### config.mk
export PLATFORM = sky130hd
export DESIGN_NAME = c5_pc_sequencer
export DESIGN_NICKNAME = d
export VERILOG_FILES = /design/src/rtl/c5_pc_pkg.sv /design/src/rtl/c5_increment.sv /design/src/rtl/c5_pc_sequencer.sv
export SDC_FILE = /design/constraint.sdc
export NUM_CORES = 1
export LEC_CHECK = 0
export BUFFER_PORTS_ARGS = -buffer_cell sky130_fd_sc_hd__buf_2
export CAP_MARGIN = 40
export CORE_MARGIN = 10
export CORE_UTILIZATION = 45
export CTS_CLUSTER_DIAMETER = 100
export DETAILED_ROUTE_END_ITERATION = 16
export PLACE_DENSITY = 0.76
export SLEW_MARGIN = 30
export SYNTH_ARGS = -nofsm -noshare
export SYNTH_HDL_FRONTEND = slang
export SYNTH_HIERARCHICAL = 1
export SYNTH_SLANG_ARGS = --single-unit
### constraint.sdc
create_clock -name I_clk -period 3.7 [get_ports I_clk]
set_input_delay 0.74 -clock I_clk [delete_from_list [all_inputs] [get_ports I_clk]]
set_output_delay 0.74 -clock I_clk [all_outputs]
set_load 0.05 [all_outputs]
### src/rtl/c5_pc_pkg.sv
// Shared definitions for the fetch PC sequencer: state encoding and default vectors.
package c5_pc_pkg;

    // Sequencer states, 2-bit registered encoding.
    typedef enum logic [1:0] {
        StBoot     = 2'd0,
        StRun      = 2'd1,
        StWait     = 2'd2,
        StExcFlush = 2'd3
    } pc_state_e;

    // Default byte addresses; bits [1:0] are ignored by the sequencer.
    localparam logic [31:0] DEFAULT_RESET_VECTOR = 32'h0000_0000;
    localparam logic [31:0] DEFAULT_EXC_VECTOR   = 32'h0000_003C;

endpackage

### src/rtl/c5_increment.sv
// Word-address incrementer: value + 1 with silent wrap-around.
module c5_increment #(
    parameter int unsigned WIDTH = 32
) (
    input  logic [WIDTH-1:2] value,
    output logic [WIDTH-1:2] value_inc
);

    // All-ones wraps to all-zeros; the carry out is deliberately dropped.
    assign value_inc = value + (WIDTH-2)'(1);

endmodule

### src/rtl/c5_pc_sequencer.sv
// Fetch PC sequencer: boots from the reset vector, advances on fetch handshakes,
// and accepts branch / exception redirects with exception taking priority.
module c5_pc_sequencer
    import c5_pc_pkg::*;
#(
    parameter int unsigned       WIDTH        = 32,
    parameter logic [WIDTH-1:0]  RESET_VECTOR = WIDTH'(DEFAULT_RESET_VECTOR),
    parameter logic [WIDTH-1:0]  EXC_VECTOR   = WIDTH'(DEFAULT_EXC_VECTOR)
) (
    input  logic             I_clk,
    input  logic             I_rst_n,
    input  logic             I_stall,
    input  logic             I_branch,
    input  logic [WIDTH-1:2] I_branch_target,
    input  logic             I_exc,
    output logic             O_fetch_valid,
    input  logic             I_fetch_ready,
    output logic [WIDTH-1:2] O_pc,
    output logic [WIDTH-1:2] O_pc_next,
    output logic [WIDTH-1:2] O_epc,
    output logic             O_flush
);

    localparam logic [WIDTH-1:2] RESET_WORD = RESET_VECTOR[WIDTH-1:2];
    localparam logic [WIDTH-1:2] EXC_WORD   = EXC_VECTOR[WIDTH-1:2];

    pc_state_e        state_q, state_d;
    logic [WIDTH-1:2] pc_q, pc_d;
    logic [WIDTH-1:2] epc_q, epc_d;
    logic [WIDTH-1:2] pc_inc;
    logic             fetch_valid;
    logic             flush;
    logic             branch_ok;

    c5_increment #(
        .WIDTH (WIDTH)
    ) u_increment (
        .value     (pc_q),
        .value_inc (pc_inc)
    );

    // A branch only counts when the pipeline is not paused.
    assign branch_ok = I_branch && !I_stall;

    // Next-state, next-PC and handshake/flush outputs from the current state and requests.
    always_comb begin
        state_d     = state_q;
        pc_d        = pc_q;
        epc_d       = epc_q;
        fetch_valid = 1'b0;
        flush       = 1'b0;
        unique case (state_q)
            StBoot: begin
                state_d = StRun;
            end
            StRun, StWait: begin
                fetch_valid = 1'b1;
                if (I_exc) begin
                    // Exception wins even under stall; the return point is the branch
                    // target if that branch would itself have been taken this cycle.
                    flush   = 1'b1;
                    epc_d   = branch_ok ? I_branch_target : pc_q;
                    pc_d    = EXC_WORD;
                    state_d = StExcFlush;
                end else if (branch_ok) begin
                    // Abandons any pending, not-yet-accepted fetch.
                    flush   = 1'b1;
                    pc_d    = I_branch_target;
                    state_d = StRun;
                end else if (I_fetch_ready) begin
                    if (!I_stall) begin
                        pc_d = pc_inc;
                    end
                    state_d = StRun;
                end else begin
                    state_d = StWait;
                end
            end
            StExcFlush: begin
                // One bubble; redirect requests are ignored here.
                state_d = StRun;
            end
        endcase
    end

    // State, PC and EPC registers with asynchronous active-low reset.
    always_ff @(posedge I_clk or negedge I_rst_n) begin
        if (!I_rst_n) begin
            state_q <= StBoot;
            pc_q    <= RESET_WORD;
            epc_q   <= '0;
        end else begin
            state_q <= state_d;
            pc_q    <= pc_d;
            epc_q   <= epc_d;
        end
    end

    assign O_fetch_valid = fetch_valid;
    assign O_flush       = flush;
    assign O_pc          = pc_q;
    assign O_pc_next     = pc_inc;
    assign O_epc         = epc_q;

endmodule

==> metrics.yaml <==
run_status:
  status: "finished, final reports clean"
clocking:
  cts_hold_buf: 0
  clk_latency_ps: 320
  clock-sinks: 62
  clkTransAtPathRegs_ps: 70
  cts-root-buf: "clkbuf_8"
  ctsHtreeMaxLevel: 3
  cts_resized: 0
  numCtsBuffers: 9
  clockBufferDepth: 2
  cts_setup_buffers: 0
  tritoncts: "built"
yosys:
  synth_area_leaders: "dfrtp_1 (43%), a21oi_1 (15%), and3b_1 (6.6%)"
  netlist_top_cells_count: "a21oi_1 (110), dfrtp_1 (62), and3b_1 (27)"
  yosys.cell_count.top_type: "a21oi_1"
  async_flop_share: 1.00
  synth_warnings: 6
  synthFlopType: "dfrtp_1"
  ys_seq_elements: 62
  ys_seq_area_frac: 0.434
  synth_top_area_share: 0.434
  synthCells: 367
  synth_edf_count: 0
  syn_area_um2: 3570
  syn_nets: 404
  syn_area_per_cell_um2: 9.74
  synthDistinctLibCells: 38
  synth_top_area_cell: "dfrtp_1"
route:
  postRouteAntennaNets: 0
  wirelength_mm: 11.2
  drt-initial-drc-count: 182
  routedWlPerCell_um: 19.1
  via_per_inst: 5.62
  remaining_drc_errors: 0
  routed-via-count: 3297
  drt_pass1_iterations: 4
floorplanning:
  ios: 128
  fp.coreArea_um2: 7730
  die_x_um: 109
  die_y_um: 109
  row_count: 32
  start_util: 0.462
  die_area_um2: 11900
setup_path:
  crit_path_start: "O_pc[2]"
  crit_required_ps: 2960
  reg2reg_from: "O_pc[2]"
  worstSetupPathType: "reg -> out"
  end_kind: "primary output"
  reg2regPathDepth: 7
  cp-start-kind: "flip-flop"
  arrival_ps: 2580
  critical_path.max_fanout: 8
flow_run:
  drv_cap: 0
sta:
  maxSlewViolCount: 0
  fin_worst_skew_ps: 5.46
  tns_ps: 0
  min_period_over_period: 0.899
  max-slew-margin-rel: 0.503
  tightestPinTransition_ps: 746
  hold_violations: 0
  period_needed_ps: 3320
  setup_viol_count_final: 0
  rsz0062_at_grt: "false"
  fmax_mhz: 301
power_and_ir_drop:
  power_leakage_uw: 0.00213
  intPower_uw: 1710
  peakVddDrop_mv: 0.680
  switching_share: 0.561
  clockPowerShare: 0.137
  sequentialPowerShare: 0.282
  p_comb_frac: 0.581
  p_switching_uw: 2190
  powerDensity_nw_per_um2: 879
global_route:
  first_global_vias: 3437
  antenna_found_initial: 0
  grt_pass1_wl_mm: 17.7
  grt_overflow: 0
  grt_util_all_layers: 0.184
  grt_max_degree: 48
placed_design:
  dp.final_hpwl_mm: 7.95
  port_buffers: 127
  place.gp.congestion: 0.848
  dpl-instance-area_um2: 4260
cells_and_area:
  area_growth_pct: 24.1
  final_area_um2: 4430
  drive_above_1_share: 0.346
  utilization: 0.574
  nets: 519
  nFillCells: 722
  antennaDiodeCount: 0
hold_path:
  min_path_type: "in -> async"
[cells by family (layout without fill, tap and decap cells)]
kind of cell	Yosys count	in the layout	share of synthesized area
XOR/XNOR	29	29	0.0711
AND/OR/NAND/NOR	91	91	0.174
adder cells (fa/ha/maj)	1	1	0.00350
flip-flops	62	62	0.434
AO/OA/AOI/OAI	151	151	0.269
buffers and inverters	33	151	0.0487
[final cells by class]
class | instances | area [µm²] | area share
Timing Repair Buffer | 132 | 693 | 0.156
Multi-Input combinational cell | 272 | 1870 | 0.422
Sequential cell | 62 | 1550 | 0.350
Clock inverter | 1 | 5.00 | 0.00113
Tap cell | 102 | 128 | 0.0288
Inverter | 5 | 18.8 | 0.00423
Clock buffer | 13 | 169 | 0.0381
[worst max-delay path, stage by stage, from the launching register on]
cell and delay [ps]:
dfrtp_1 440, ha_1 220, nand3_1 270, nor4_4 600
nand3_1 200, xnor2_1 220, buf_2 300
[registers in the layout, indices dropped and copies added, names as in the netlist]
signal / flops
O_epc: 30
O_pc: 30
state_q: 2
[cells in the final DEF, fill, tap and decap left out, types with 2 or more instances in the layout]
master     count
nand4_1        9
and3_1         2
o2bb2ai_2     10
clkbuf_8      12
nand3_1       10
and3b_1       27
inv_1          5
o21ai_0        3
o2bb2ai_1     16
nand3b_1       3
nor4_4         2
dfrtp_1       62
and2_1         2
buf_2        127
a31oi_1        3
o21a_1         3
o22a_1         3
or2_2          2
nor3_1         4
xnor2_1       21
nor2_1         8
xor2_1         7
buf_4          4
nand2_1       14
a21oi_1      110
[per-layer routing]
| layer | up-vias | wire, µm | global-route usage |
|---|---|---|---|
| li1 | 1579 | - | - |
| met1 | 1569 | 4880 | 0.234 |
| met2 | 142 | 5290 | 0.289 |
| met3 | 7 | 1010 | 0.0631 |
| met4 | 0 | 69 | 0.0527 |
| met5 | - | 0 | 0 |
[power groups by stage]
| stage | Combinational (µW) | Clock [µW] | Sequential (µW) |
|---|---|---|---|
| finish | 2260 | 536 | 1100 |
| global route | 2400 | 580 | 1130 |
| CTS | 2280 | 550 | 1100 |
| detailed placement | 2280 | 0 | 1100 |
| global placement | 2240 | 0 | 1100 |
| floorplan | 979 | 0 | 1850 |
[path summary, 6_finish.rpt]
path                            endpoint  slack [ps]
min                             O_epc[2]         320
max in group asynchronous       O_epc[8]        2430
max reg2reg                     O_pc[24]        1400
min in group I_clk             O_epc[15]         520
max                        O_pc_next[30]         380
min reg2reg                    O_epc[15]         520
[per-stage QoR]
| step | cells | hold WS (ps) | setup WS (ps) | power (µW) |
|---|---|---|---|---|
| 2_1_floorplan | 367 | 444 | 381 | 2820 |
| 3_3_place_gp | 572 | 499 | 866 | 3340 |
| 3_5_place_dp | 573 | 508 | 779 | 3390 |
| 4_1_cts | 587 | 307 | 403 | 3930 |
| 5_1_grt | 587 | 321 | 148 | 4110 |
| 6_report | 587 | 319 | 375 | 3900 |
Note: power is estimated with default switching activity, not from simulation.
